## src/rtl/receive.sv

```systemverilog
// Instruction loader: requests a burst from transmit, stores acked words in a
// local buffer, reports count/status, and serves a registered fetch read port.
module receive #(
  parameter int IWIDTH  = 32,
  parameter int AWIDTH  = 4,
  parameter int DEPTH   = 16,
  parameter int TIMEOUT = 64
) (
  input  logic              r_clk,
  input  logic              r_rst,
  input  logic              r_i_start,
  output logic              r_o_syn,
  input  logic [IWIDTH-1:0] r_i_instr,
  input  logic              r_i_last,
  input  logic              r_i_ack,
  input  logic [AWIDTH-1:0] r_i_raddr,
  output logic [IWIDTH-1:0] r_o_rdata,
  output logic [AWIDTH:0]   r_o_count,
  output logic              r_o_busy,
  output logic              r_o_done,
  output logic              r_o_overflow,
  output logic              r_o_err
);

  localparam int TW = (TIMEOUT < 2) ? 1 : $clog2(TIMEOUT + 1);

  typedef enum logic [1:0] {IDLE, LOAD, DONE, ERR} state_t;

  state_t            state, state_n;
  logic [AWIDTH:0]   count_n;
  logic              ovf_n;
  logic [TW-1:0]     tcnt, tcnt_n;
  logic              wr_en;
  logic [IWIDTH-1:0] mem [DEPTH];

  always_comb begin
    state_n = state;
    count_n = r_o_count;
    ovf_n   = r_o_overflow;
    tcnt_n  = tcnt;
    wr_en   = 1'b0;
    case (state)
      LOAD: begin
        if (r_i_ack) begin
          tcnt_n = '0;
          if (r_o_count < (AWIDTH+1)'(DEPTH)) begin
            wr_en   = 1'b1;
            count_n = r_o_count + (AWIDTH+1)'(1);
          end else begin
            ovf_n = 1'b1;
          end
          if (r_i_last) state_n = DONE;
        end else if (TIMEOUT != 0) begin
          tcnt_n = tcnt + TW'(1);
          if (tcnt_n == TW'(TIMEOUT)) state_n = ERR;
        end
      end
      default: begin
        if (r_i_start) begin
          state_n = LOAD;
          count_n = '0;
          ovf_n   = 1'b0;
          tcnt_n  = '0;
        end
      end
    endcase
  end

  // Status flags are registered from the next state so they line up with it.
  always_ff @(posedge r_clk) begin
    if (r_rst) begin
      state        <= IDLE;
      r_o_count    <= '0;
      r_o_overflow <= 1'b0;
      tcnt         <= '0;
      r_o_syn      <= 1'b0;
      r_o_busy     <= 1'b0;
      r_o_done     <= 1'b0;
      r_o_err      <= 1'b0;
      r_o_rdata    <= '0;
    end else begin
      state        <= state_n;
      r_o_count    <= count_n;
      r_o_overflow <= ovf_n;
      tcnt         <= tcnt_n;
      r_o_syn      <= (state_n == LOAD);
      r_o_busy     <= (state_n == LOAD);
      r_o_done     <= (state_n == DONE);
      r_o_err      <= (state_n == ERR);
      r_o_rdata    <= mem[r_i_raddr];
    end
  end

  // Buffer keeps its contents across reset; same-address read sees old data.
  always_ff @(posedge r_clk) begin
    if (!r_rst && wr_en) mem[r_o_count[AWIDTH-1:0]] <= r_i_instr;
  end

endmodule
```

## config.mk

```make
export PLATFORM = sky130hd
export DESIGN_NAME = receive
export DESIGN_NICKNAME = d
export VERILOG_FILES = /design/src/rtl/receive.sv
export SDC_FILE = /design/constraint.sdc
export NUM_CORES = 1
export LEC_CHECK = 0
export CAP_MARGIN = 25
export CORE_ASPECT_RATIO = 1.4
export CORE_MARGIN = 2
export CORE_UTILIZATION = 50
export DETAILED_ROUTE_END_ITERATION = 16
export PLACE_DENSITY_LB_ADDON = 0.1
export SYNTH_ARGS = -nofsm -noshare
export SYNTH_HDL_FRONTEND = slang
export SYNTH_SLANG_ARGS = --single-unit
```

## constraint.sdc

```tcl
create_clock -name r_clk -period 3.95 [get_ports r_clk]
set_input_delay 0.395 -clock r_clk [delete_from_list [all_inputs] [get_ports r_clk]]
set_output_delay 0.395 -clock r_clk [all_outputs]
set_load 0.05 [all_outputs]
```

# ---- Word level (Yosys, flattened, before mapping)
# Memory sizes are Yosys's and may differ from the RTL's. A register that Yosys moved wholly into a read port is not among the register bits.
# Cells that the tools add are included.
dict set report totals {
  inputBits 41
  n_memories 1
  out_inout_bits 42
  ram_bits 512
  ff_bits 18
  elab_cells 45
}
# name words word_bits rd rd_clocked_by_memory_dff wr line
set memory_table {}
lappend memory_table {mem 16 32 1 1 1 34} ;# logic [IWIDTH-1:0] mem [DEPTH];
dict set report op_classes {
  reduce_logical 5
  mux 21
  eq_ne 8
  n_addsub 2
  magnitude_cmp 1
}
# operator n
set op_table {}
lappend op_table {{two-way mux 7 bit} 3}
lappend op_table {{two-way mux 5 bit} 4}
lappend op_table {{two-way mux 2 bit} 5}
lappend op_table {{two-way mux 1 bit} 9}
lappend op_table {{adder 7 x 1 -> 7 bit, second input constant} 1}
lappend op_table {{equality test 7 bit, second input constant} 1}
lappend op_table {{!= test 2 bit, second input constant} 3}
lappend op_table {{AND reduction 3 bit} 2}
lappend op_table {{adder 5 x 1 -> 5 bit, second input constant} 1}
lappend op_table {{< comparator 5 bit, second input constant} 1}
lappend op_table {{equality test 2 x 1 -> 1 bit, second input constant} 2}
lappend op_table {{equality test 2 bit, second input constant} 2}
lappend op_table {{nonzero test 2 bit} 1}
lappend op_table {{logical AND 1 bit} 1}
lappend op_table {{zero test 1 bit} 1}

# ---- Longest topological paths before layout
dict set report logic_depth {
  word_depth 7
  ltp_mapped 8
  depth_no_buf 5
}

# ---- Worst setup path after synthesis
# OpenSTA, ideal clock, no wires.
dict set report synth_timing {
  path_type {register to register}
  start {register r_o_count[4]}
  end {memory mem[0][0], enable pin}
  path_slack_ns 0.005
  setup_ns 0.461
  stages_incl_launch_ff 5
  synth_period_minus_slack_ns 3.945
  n_path_buf 0
  required_ns 3.489
  arrival_ns 3.484
  cell_sequence {dfxtp_1 and4bb_2 nor2b_1 nand2_1 nor3_1}
}
dict set report synth_via {
  elab_chain_cells 7
}
# element line
set synth_rtl {}
lappend synth_rtl {{start, declared} 18} ;# output logic [AWIDTH:0] r_o_count,
lappend synth_rtl {{start signal, assigned} 83} ;# r_o_count <= count_n;
lappend synth_rtl {{< comparator 5 bit} 46} ;# if (r_o_count < (AWIDTH+1)'(DEPTH)) begin
lappend synth_rtl {{two-way mux 1 bit} 46}
lappend synth_rtl {{two-way mux 1 bit} 44} ;# if (r_i_ack) begin
lappend synth_rtl {{two-way mux 1 bit} 42} ;# case (state)
lappend synth_rtl {{logical AND 1 bit} 96} ;# if (!r_rst && wr_en) mem[r_o_count[AWIDTH-1:0]] <= r_i_instr;
lappend synth_rtl {{two-way mux 1 bit} 96}
lappend synth_rtl {{two-way mux 1 bit (not written as such)} 96}
lappend synth_rtl {{end, declared} 34}
# No other way between the ends.

# ---- Final worst setup path
dict set report layout_timing {
  start {register r_o_count[2]}
  end {output r_o_count[2]}
}
# No word-level cell between the ends.

==> flow_results.org <==
** Logic synthesis
- Most area-consuming cells after synthesis :: edfxtp_1, mux4_2, dfxtp_1
- Portion of synthesized cell area occupied by the leading cell type :: 0.7314
- Cell type with the highest aggregate area in the netlist :: edfxtp_1
- Flip-flop and latch count after synthesis :: 562
- In the synthesized netlist the async set-or-reset flop fraction comes to 0.
- Sequential cell area fraction in the yosys report :: 0.7790
- In this run the mean area of a mapped cell was 21.72 um^2.
- Synthesis produced a netlist with a net count of 1014.
- During synthesis, Yosys emitted a total of 0 warnings.
- edfxtp_1 is the most common cell in the netlist.
- The synthesized netlist occupies a cell area of 21020 um^2.
- Number of cells produced by synthesis :: 968
- In this run, distinct cell masters in the synthesized netlist total 40.
- In the synthesized netlist the dominant register cell turns out to be edfxtp_1.
- Most instantiated cells after synthesis :: edfxtp_1, mux4_2, mux2i_1
- In this run, synthesis inferred 512 flip-flops with an integrated enable.

** Timing
- The total count of max-transition violations in the final report is 0.
- Post-Route Skew :: 0.01933 ns
- In this run the tightest slew margin relative to its limit is 0.4572.
- Setup violations remaining at the end of the flow were counted as 0.
- Setup repair after global routing left no endpoint under its margin.
- Hold_ws :: 0.5068 ns
- Worst Tran Pin Value :: 0.8141 ns
- For this run, the top clock speed supported by timing is 387.3 MHz.
- The final hold violation count is 0.
- Total negative setup slack :: 0 ns
- The worst path meets setup with 1.368 ns of slack.
- Portion of the clock cycle consumed by the worst path in the final layout :: 0.6537
- The routed design could run at a clock period as short as 2.582 ns.

** Finish
- From synthesis to final layout, the design area changed by 16.42%.
- Final #Nets :: 1134
- Fraction of layout instances using a drive strength above 1 :: 0.2267
- Across the whole layout, storage elements account for 16380 um^2.
- Area occupied by multi-input gates :: 4454 um^2
- Antenna diode instance count :: 0
- Filler cell count in the final layout :: 3087
- Layout Utilization :: 0.5911

** Worst setup path
- STA puts the critical path data arrival time at 2.19 ns.
- Crit path max fanout :: 11
- Counting both buffers and inverters, the worst setup path holds a total of 1.
- Number of cells on the critical path :: 1
- Measured in cells, the most critical reg-to-reg path has a length of 5.
- Slowest-stage cell, CP :: clkdlybuf4s50_1
- The worst setup path is launched from a register.
- The startpoint identified for the worst register-to-register timing path is state[1]$_SDFF_PP0_.
- Stage delay of the slowest cell on the critical path :: 0.93 ns
- Origin of the worst setup path :: r_o_count[2]$_SDFFE_PP0P_
- Cell Chain, Critical Path :: clkdlybuf4s50_1
- The worst setup path is captured at an output pin.
- Critical path required time :: 3.56 ns
- Cell family with most CP delay :: buffers and inverters
- Class of the most critical setup path :: reg -> out

** Floorplanning
- Floorplan Core Area :: 41400 um^2
- Initial cell density of the core :: 0.5078
- Chip width :: 177.3 um
- The floorplan has 88 rows.
- In this run the vertical extent of the chip is 246.6 um.
- Io pins :: 83
- Overall die area :: 43720 um^2

** Global routing
- GRT Resource Usage Total :: 0.2189
- The first global-routing pass estimated 68080 um of wire.
- The number of global-route vias before repair was 10310.
- The initial antenna violation count was 0.
- Entering global routing, the biggest net connects 47 pins.
- Global routing finished with a remaining overflow of 0.

** Min path
- The path class of the tightest hold or removal check is reg -> reg.
- The worst hold path begins at r_o_overflow$_SDFFE_PP0P_.
- Hold Path Cell Cnt :: 2

** Clock tree
- Clock Root Buffer :: clkbuf_16
- TritonCTS created 51 clock buffers.
- In this run the deepest clock path goes through 3 buffers.
- Number of buffers added for setup after CTS :: 0
- Hold repair after CTS inserted 0 buffers.
- CTS H-tree depth :: 2
- Clock-pin slew was measured on the worst setup and hold paths at 0.06 ns.
- Once the clock tree was built, the resizer swapped 0 gates to a different size.
- Sinks on the clock net :: 562
- Source-to-sink clock delay at the later pin of the worst-skew pair :: 0.58 ns
- TritonCTS built the clock tree.

** Detailed routing
- Vias per Instance :: 5.804
- Total detailed-routing wirelength :: 46260 um
- Pre-Repair DR Iteration Count :: 5
- Vias after detailed routing :: 9687
- After detailed routing, the average wire length per cell comes to 27.72 um.
- Routed Antenna Nets :: 0
- For this run, design rule violations remaining after detail routing come to 0.
- Violation count after the first detailed-route iteration :: 761

** Power
- Clk pwr share :: 0.415
- Summing internal, switching and leakage power gives 12.38 mW.
- Of the total power, the share spent switching nets is 0.2068.
- Power spread over the standard cell area amounts to 505.9 nW/um^2.
- For this design the total switching power over the nets is 2.560 mW.
- Of the total power, registers draw 0.529.
- Logic pwr share :: 0.056
- VDD sags by at most 349.2 uV.
- Internal power comes to 9.820 mW.
- The analysis attributes to cell leakage a power of 7.828 nW.

** Placement
- The count of buffers added on input and output ports is 82.
- The HPWL after detailed placement is 29190 um.
- OpenSTA, run right after detailed placement, puts the worst setup slack at 0.8386 ns.
- Final GP Congestion :: 0.8127

** Status
- Run status :: completed

** Flow run
- Across the run, the number of max-cap violations was 0.
-- cell families after synthesis --
kind of cell             count (synthesis)  synth area share
XOR/XNOR                                 3          0.001250
buffers and inverters                   53           0.01434
AND/OR/NAND/NOR                         96           0.02155
flip-flops                             562            0.7790
AO/OA/AOI/OAI                           63           0.02030
multiplexers                           186            0.1606
adder cells (fa/ha/maj)                  5          0.002976
-- per-layer routing --
metal	global-route usage	vias to the layer above	wire [um]	part of all wire
li1	-	4272	-	-
met5	0	-	0	0
met4	0.07811	0	1570	0.034
met3	0.02793	81	1486	0.032
met2	0.4038	215	25490	0.55
met1	0.2620	5119	17710	0.38
-- registers in the layout (all words and copies together), names as in the netlist --
name,count
r_o_rdata,32
state,2
mem,512
r_o_err,1
r_o_done,1
r_o_overflow,1
r_o_count,5
tcnt,7
r_o_busy,1
-- final cells by class --
type                    count  area share
inverters                   3   0.0004601
multi-input cells         353      0.1820
well taps                 540     0.02761
repair buffers            117     0.04934
clock buffers              61     0.05542
clock inverters            33     0.01600
flip-flops and latches    562      0.6692
-- power by group through the flow --
| stage | Clock (mW) | Combinational (mW) | Sequential, mW |
|---|---|---|---|
| 6_report | 5.14 | 0.697 | 6.54 |
| 5_1_grt | 5.45 | 0.738 | 6.54 |
| 4_1_cts | 5.23 | 0.714 | 6.54 |
| 3_5_place_dp | 0 | 0.713 | 6.67 |
| 3_3_place_gp | 0 | 0.709 | 6.67 |
| 2_1_floorplan | 0 | 0.299 | 6.77 |
-- cell usage in the layout, fill, tap and decap left out, drive strengths merged, types with 2 or more instances in the layout --
cell and n:
edfxtp 512, mux4 121, clkdlybuf4s50 79, mux2i 65, clkbuf 62, dfxtp 50
buf 37, nand2 31, nor2 28, o22ai 27, clkinv 20, bufinv 9
a32oi 8, nand4 8, nor3 8, o211ai 7, a21oi 6, nand2b 5
ha 5, nor2b 4, o21ai 4, inv 4, and2 3, a31oi 3
clkinvlp 3, xor2 2, a22oi 2, nand3 2, a311oi 2, nand3b 2
-- metrics by stage --
stage               instance area [um^2]  cells
global placement                   22720   1575
CTS                                24470   1669
global route                       24470   1669
detailed placement                 22720   1575
floorplan                          21020    968
finish                             24470   1669
-- path summary, 6_finish.rpt --
check / end / slack [ns]
worst min-delay path: r_o_overflow$_SDFFE_PP0P_ / 0.51
worst min register to register: r_o_overflow$_SDFFE_PP0P_ / 0.51
worst max register to register: mem[13][18]$_DFFE_PP_ / 1.44
worst max-delay path: r_o_count[2] / 1.37
No activity file was read; power rests on OpenSTA's default activity.
